<file path="config.mk">
export PLATFORM = sky130hd
export DESIGN_NAME = ntt_feeder
export DESIGN_NICKNAME = d
export VERILOG_FILES = /design/src/rtl/ntt_pkg.sv /design/src/rtl/ntt_coef_buffer.sv /design/src/rtl/ntt_feeder.sv
export SDC_FILE = /design/constraint.sdc
export NUM_CORES = 1
export LEC_CHECK = 0
export ABC_AREA = 1
export BUFFER_PORTS_ARGS = -buffer_cell sky130_fd_sc_hd__buf_2
export CORE_ASPECT_RATIO = 1.2
export CORE_MARGIN = 5
export CORE_UTILIZATION = 45
export CTS_BUF_LIST = sky130_fd_sc_hd__clkbuf_4 sky130_fd_sc_hd__clkbuf_8
export DETAILED_ROUTE_END_ITERATION = 8
export GPL_TIMING_DRIVEN = 1
export PLACE_DENSITY_LB_ADDON = 0.2
export SLEW_MARGIN = 5
export SYNTH_ARGS = -nofsm -noshare
export SYNTH_HDL_FRONTEND = slang
export SYNTH_SLANG_ARGS = --single-unit
export TNS_END_PERCENT = 30
</file>
<file path="constraint.sdc">
create_clock -name clk -period 47.6 [get_ports clk]
set_clock_uncertainty 0.15 [all_clocks]
set_input_delay 9.52 -clock clk [delete_from_list [all_inputs] [get_ports clk]]
set_output_delay 9.52 -clock clk [all_outputs]
set_load 0.1 [all_outputs]
</file>
<file path="src/rtl/ntt_pkg.sv">
// Shared constants and FSM state encoding for the NTT feeder block.
package ntt_pkg;

    localparam int NTT_N = 16;
    localparam int NTT_Q = 7681;
    localparam int NTT_W = 32;
    localparam int IDX_W = $clog2(NTT_N);

    typedef enum logic [2:0] {
        IDLE,
        CONFIG,
        STREAM,
        DRAIN,
        DONE
    } state_e;

endpackage

</file>
<file path="src/rtl/ntt_coef_buffer.sv">
// N-entry coefficient register file: one synchronous write port and one
// asynchronous read port. Contents are not reset; every frame rewrites all
// entries before they are read.
module ntt_coef_buffer
    import ntt_pkg::*;
#(
    parameter int N  = NTT_N,
    parameter int W  = NTT_W,
    parameter int AW = $clog2(N)
) (
    input  logic          clk,
    input  logic          we_i,
    input  logic [AW-1:0] waddr_i,
    input  logic [W-1:0]  wdata_i,
    input  logic [AW-1:0] raddr_i,
    output logic [W-1:0]  rdata_o
);

    logic [W-1:0] mem_q [N];

    // Capture one coefficient per accepted handshake.
    always_ff @(posedge clk) begin
        if (we_i) begin
            mem_q[waddr_i] <= wdata_i;
        end
    end

    assign rdata_o = mem_q[raddr_i];

endmodule

</file>
<file path="src/rtl/ntt_feeder.sv">
// Upstream feeder for the 16-PE NTT systolic array. Buffers N reduced
// coefficients, resets the array while loading each PE's k index, streams
// (n, x[n]) pairs, drains the systolic pipeline and pulses done.
// Every output is a register loaded from the decode of the next state, so
// the values seen during a cycle belong to the state held in that cycle.
module ntt_feeder
    import ntt_pkg::*;
#(
    parameter int N = NTT_N,
    parameter int Q = NTT_Q,
    parameter int W = NTT_W
) (
    input  logic         clk,
    input  logic         rst,
    input  logic [W-1:0] in_data,
    input  logic         in_valid,
    output logic         in_ready,
    output logic         array_rst,
    output logic [W-1:0] cfg_en_index,
    output logic [W-1:0] cfg_value,
    output logic [W-1:0] lane0,
    output logic [W-1:0] lane1,
    output logic         busy,
    output logic         done
);

    localparam int              CW         = $clog2(N);
    localparam logic [W-1:0]    Q_W        = W'(Q);
    localparam logic [CW-1:0]   LAST       = CW'(N - 1);
    localparam logic [CW-1:0]   DRAIN_LAST = CW'(N - 2);

    state_e        state_q, state_d;
    logic [CW-1:0] cnt_q, cnt_d;
    logic          accept;
    logic [W-1:0]  rd_data;

    logic          in_ready_d, array_rst_d, busy_d, done_d;
    logic [W-1:0]  cfg_en_d, cfg_val_d, lane0_d, lane1_d;

    // Coefficients are reduced mod Q on capture so the array never sees x >= Q.
    ntt_coef_buffer #(
        .N (N),
        .W (W)
    ) u_buf (
        .clk     (clk),
        .we_i    (accept),
        .waddr_i (cnt_q),
        .wdata_i (in_data % Q_W),
        .raddr_i (cnt_d),
        .rdata_o (rd_data)
    );

    // Next-state logic: one counter sequences fill, config, stream and drain.
    always_comb begin
        state_d = state_q;
        cnt_d   = cnt_q;
        accept  = (state_q == IDLE) && in_valid && in_ready;
        case (state_q)
            IDLE: begin
                if (accept) begin
                    if (cnt_q == LAST) begin
                        state_d = CONFIG;
                        cnt_d   = '0;
                    end else begin
                        cnt_d = cnt_q + 1'b1;
                    end
                end
            end
            CONFIG: begin
                if (cnt_q == LAST) begin
                    state_d = STREAM;
                    cnt_d   = '0;
                end else begin
                    cnt_d = cnt_q + 1'b1;
                end
            end
            STREAM: begin
                if (cnt_q == LAST) begin
                    state_d = DRAIN;
                    cnt_d   = '0;
                end else begin
                    cnt_d = cnt_q + 1'b1;
                end
            end
            DRAIN: begin
                // The deepest PE takes its last term N-1 cycles after the stream ends.
                if (cnt_q == DRAIN_LAST) begin
                    state_d = DONE;
                    cnt_d   = '0;
                end else begin
                    cnt_d = cnt_q + 1'b1;
                end
            end
            DONE: begin
                state_d = IDLE;
                cnt_d   = '0;
            end
            default: begin
                state_d = IDLE;
                cnt_d   = '0;
            end
        endcase
    end

    // Output decode of the upcoming state, loaded into the output registers.
    always_comb begin
        in_ready_d  = 1'b0;
        array_rst_d = 1'b0;
        busy_d      = 1'b1;
        done_d      = 1'b0;
        cfg_en_d    = '0;
        cfg_val_d   = '0;
        lane0_d     = '0;
        lane1_d     = '0;
        case (state_d)
            IDLE: begin
                in_ready_d = 1'b1;
                busy_d     = 1'b0;
            end
            CONFIG: begin
                array_rst_d = 1'b1;
                cfg_en_d    = W'(cnt_d) + W'(1);
                cfg_val_d   = W'(cnt_d);
            end
            STREAM: begin
                lane0_d = W'(cnt_d);
                lane1_d = rd_data;
            end
            DONE: begin
                done_d = 1'b1;
            end
            default: ;
        endcase
    end

    // State, counter and registered outputs; reset holds the array cleared.
    always_ff @(posedge clk) begin
        if (rst) begin
            state_q      <= IDLE;
            cnt_q        <= '0;
            in_ready     <= 1'b0;
            array_rst    <= 1'b1;
            cfg_en_index <= '0;
            cfg_value    <= '0;
            lane0        <= '0;
            lane1        <= '0;
            busy         <= 1'b0;
            done         <= 1'b0;
        end else begin
            state_q      <= state_d;
            cnt_q        <= cnt_d;
            in_ready     <= in_ready_d;
            array_rst    <= array_rst_d;
            cfg_en_index <= cfg_en_d;
            cfg_value    <= cfg_val_d;
            lane0        <= lane0_d;
            lane1        <= lane1_d;
            busy         <= busy_d;
            done         <= done_d;
        end
    end

endmodule

</file>
Word-level counts from Yosys, hierarchy flattened. Memory sizes are Yosys's and may differ from the RTL's. A register that Yosys moved wholly into a read port is not among the register bits. Index checks and enable logic that the tools add are counted.

Bits in writable memories: 512. Word-level logic and storage cells: 48. Flip-flop bits (word level): 107. Bits of input ports: 35. Memories kept: 1.

Memory list: u_buf.mem_q (depth 16, width 32, rd ports 1, clocked after memory_dff 1, write ports 1, line ntt_coef_buffer.sv:19) `logic [W-1:0] mem_q [N];`.

Equal/unequal tests: 8. Add/sub/neg operators: 2. Reduce and logical (&&, ||, !) cells: 7. Divide/modulo/power cells: 1. Muxes and demuxes: 16. Bitwise gates (word level): 2.

Operators with widths (count): $mod 32x13->32 const B (1); $mux 3 (5); $mux 4 (3); $pmux 3 s4 (1); $pmux 4 s3 (1); $eq 3x2->1 const B (3); $eq 4x4->1 const B (2); $eq 3x1->1 const B (2); $logic_not 3->1 (2); $mux 1 (6); $reduce_or 2->1 (3); $add 4x1->5 const B (1); $add 4x1->4 const B (1); $eq 3x3->1 const B (1); $logic_and 1x1->1 (2); $not 1->1 (2).

Logic depth before layout (Yosys ltp).
Depth after elaboration: 8. Gate-level depth with buffers: 165.

By module. From an unflattened synthesis, not the netlist that was laid out.

Cell total of the unflattened synthesis: 4770. Area, all modules: 37628.6 um^2.

By module, submodules not included: ntt_coef_buffer (cells an instance 2088, seq. area each 15374.7 um^2, area an instance 22089.9 um^2, times used 1); ntt_feeder (cells an instance 2682, seq. area each 1121.1 um^2, area an instance 15538.7 um^2, times used 1).

Worst setup path before layout. No wires, ideal clock.

Path type: input-to-reg. Start point: input port in_data[23]. End point: memory u_buf.mem_q[0][6] in the netlist's numbering, data pin. Cell stages on the path: 145. Required time: 47166 ps. Slack: 22331 ps. Library setup time: 284 ps. Arrival: 24835 ps. Cell sequence: nor2_1 > inv_1 > nor2_2 > nand2_1 > nand2_4 > nand3_1 > nor3_2 > nand3_2 > nand3_2 > buf_12 > nand3_1 > nand2_1 > nand3_1 > nor2_2 > nand2_2 > nand3_4 > buf_12 > nand2_2 > [109 not listed] > nand2_2 > nand2_1 > inv_1 > ha_1 > nand3_2 > nand3_4 > nand2_2 > nand3_4 > buf_8 > xor2_2 > ha_1 > nand3_1 > nor2_2 > nand3_1 > nand2_2 > nand3_4 > buf_6 > o21ai_1.

Longest elaborated chain between the ends: 1.

Ends and longest elaborated chain: from (decl) (line ntt_feeder.sv:15) `input logic [W-1:0] in_data,`; $mod 32x13->32 (line ntt_feeder.sv:48) `.wdata_i (in_data % Q_W),`; named net u_buf.wdata_i[6] (line ntt_coef_buffer.sv:14) `input logic [W-1:0] wdata_i,`; to (decl) (line ntt_coef_buffer.sv:19).

The timed path passes the listed nets, and every way through them passes these cells.

Worst setup path in the final report.
Start point: input port in_data[28]. End point: memory u_buf.mem_q[4][6] in the netlist's numbering, data pin.

Same word-level chain as after synthesis.

==> key figures <==
Status
  – Status: completed

Worst setup path
  – Crit path top cell by count: nand2_4
  – WP data required: 47.76 ns
  – Setup Crit Path Kind: in2reg
  – Worst-path fanout max: 28
  – Crit path buffers/inverters: 12
  – CP startpoint kind: input pin
  – CP max stage cell: o21ai_1
  – Top cell family by delay on the critical path: simple AND/OR/NAND/NOR gates
  – Data arrival, critical path: 29.07 ns
  – Slowest stage delay, CP: 0.85 ns
  – Crit. End Element: flip-flop

Logic synthesis
  – Largest family of logic cells by synthesized area: simple AND/OR/NAND/NOR gates
  – Asr flop ratio synth: 0%
  – Post-synth top area share: 42.7%
  – Seq/Total Area, Yosys: 45.8%
  – Adder-cell area share of the yosys netlist: 0.313%
  – Top FF cell, synth: edfxtp_1
  – Distinct cells, synth: 69
  – Xor/xnor share of the synthesized area: 1.62%
  – FF+latch count, synth: 568
  – Syn avg cell area: 9.03 um^2
  – Cells after synthesis: 3986
  – Ys Warns: 0
  – Post-synthesis mux area share: 0%
  – Area leader, netlist: edfxtp_1
  – Post-synth EDFFs: 512
  – Top area cells in the synthesized netlist: edfxtp_1, nand2_1, nand2_4
  – Compound-cell area share of the yosys netlist: 10.8%
  – Synthesized cell area: 0.0360 mm^2
  – Simple-gate share of the synthesized area: 33.2%

Drt
  – Routed vias: 26884
  – Routed length per instance: 17.8 um
  – Drt drc: 0
  – Starting DRT DRC Count: 1849
  – Via density: 5.23
  – WL final: 91.4 mm
  – Detailed Routing Iterations Pass 1: 7
  – Antenna Nets Post-Route: 0

Final layout
  – Most frequent cells in the layout: nand2_1, edfxtp_1, nor2_1
  – Share of cells above drive strength 1: 24.9%
  – Most common cell after layout, fill and taps aside: nand2_1
  – Fill cells: 7521
  – Layout Nets: 4086
  – Layout Area Growth over Synthesis: 7.50%

Timing
  – Unrepaired setup endpoints after global routing: no
  – Worst hold slack: 0.511 ns
  – Fin. Hold Viols: 0
  – Max Clock Freq: 34.6 MHz
  – Setup TNS: 0 ns
  – Final setup vio count: 0
  – Slew HR: 23.3%
  – Pins Over Slew Limit: 0
  – Worst-margin pin slew: 1.15 ns
  – Fin crit period: 28.91 ns
  – Final period utilization: 60.7%
  – Final worst slack: 18.69 ns

GRT
  – GR peak layer: met2
  – Met3 Track Usage GR: 2.23%
  – Grt ovf: 0
  – Initial antenna violation count: 4
  – Met2 Use GR: 37.3%
  – M1 GR Usage: 26.4%
  – Largest net degree at the start of global routing: 193
  – Vias in the first global route: 25722
  – Tot GR Track Use: 20.6%
  – First-pass GRT wire length: 142 mm

Die
  – Die area: 0.0858 mm^2
  – Width of the die: 268 um
  – Core area: 0.0793 mm^2
  – # rows: 113
  – Initial Util: 45.4%
  – I/O pins: 167
  – Die Y: 320 um

Placed design
  – Pre-CTS setup slack: 18.04 ns
  – Gp weighted congestion: 0.931
  – Port buffer count: 83
  – DP Wirelength: 57.4 mm

CTS
  – Clk slew on worst S/H paths: 0.06 ns
  – Cts repair resizes: 0
  – TritonCTS Sinks: 568
  – Hold buffers post-CTS: 0
  – Post-CTS setup buffer count: 0
  – CTS tree: yes
  – Clk root buf: clkbuf_8
  – Clk Latency, worst-skew pair: 0.65 ns
  – H-Tree Depth: 3
  – CTS Buf Count: 80
  – CTS Buffer Depth: 3

Job
  – Maximum capacitance violations: 0

Worst hold path
  – Hold crit path type: reg2reg
-- per-stage QoR --
stage | std cells | util, % | instance area, um^2
finish | 5143 | 48.8 | 38700
global route | 5141 | 48.8 | 38700
CTS | 5140 | 48.8 | 38700
detailed placement | 4995 | 46.6 | 36900
global placement | 4995 | 46.6 | 36900
floorplan | 4068 | - | 36300
-- routing by layer --
metal	routed length [um]	up-vias	share of wire, %
li1	-	13497	-
met1	38500	12604	42
met2	47000	639	51
met3	4120	142	4.5
met4	1820	2	2.0
met5	9	-	0.0098
-- kinds of logic (layout without fill, tap and decap cells) --
family	count (synthesis)	in the layout
AND/OR/NAND/NOR	2134	2134
AO/OA/AOI/OAI	618	618
buffers and inverters	591	628
flip-flops	568	568
XOR/XNOR	65	65
adder cells (fa/ha/maj)	9	9
other	1	86
-- worst min-delay path: stages, from the launching register on --
cell     delay [ns]
dfxtp_1        0.35
nor3_1         0.06
inv_1          0.14
nor3_1         0.06
-- flip-flops by register name, indices dropped and copies added, names as in the netlist --
signal / count
cfg_value: 4
busy: 1
cfg_en_index: 5
u_buf.mem_q: 512
state_q: 3
array_rst: 1
lane0: 4
in_ready: 1
cnt_q: 4
done: 1
lane1: 32
-- cell type report --
class	instances	area, um^2	share of cell area (%)
Antenna cell	3	7.51	0.0194
Clock buffer	108	1380	3.57
Clock inverter	37	354	0.915
Inverter	376	1560	4.02
Multi-Input combinational cell	2909	17000	43.9
Sequential cell	568	16500	42.6
Tap cell	1035	1290	3.35
Timing Repair Buffer	107	608	1.57
-- final timing paths --
check        slack (ns)  cells past startpoint                 to        start
max               18.69                    128  u_buf.mem_q[4][6]  in_data[28]
min                0.51                      3         state_q[2]   state_q[2]
max reg2reg       42.56                     12           lane1[5]   state_q[1]
min reg2reg        0.51                      3         state_q[2]   state_q[2]
-- synth_stat cells, drive strengths merged (2+ instances only) --
library cell and instances:
a31oi 2, xor2 53, or2 2, buf 111, o21a 3, o211ai 73
o21ai 325, nor2 583, bufinv 2, o22ai 68, o221ai 66, clkinv 22
o31ai 2, a21o 2, nor3 23, a21oi 69, clkbuf 103, xnor2 12
inv 352, o21bai 4, nand3b 10, nand2 1085, ha 9, edfxtp 512
dfxtp 56, nand4 72, nand3 358
Power is left out: the tool's default activity adds up to more than one toggle a clock period on the data nets, which glitch-free logic cannot reach.
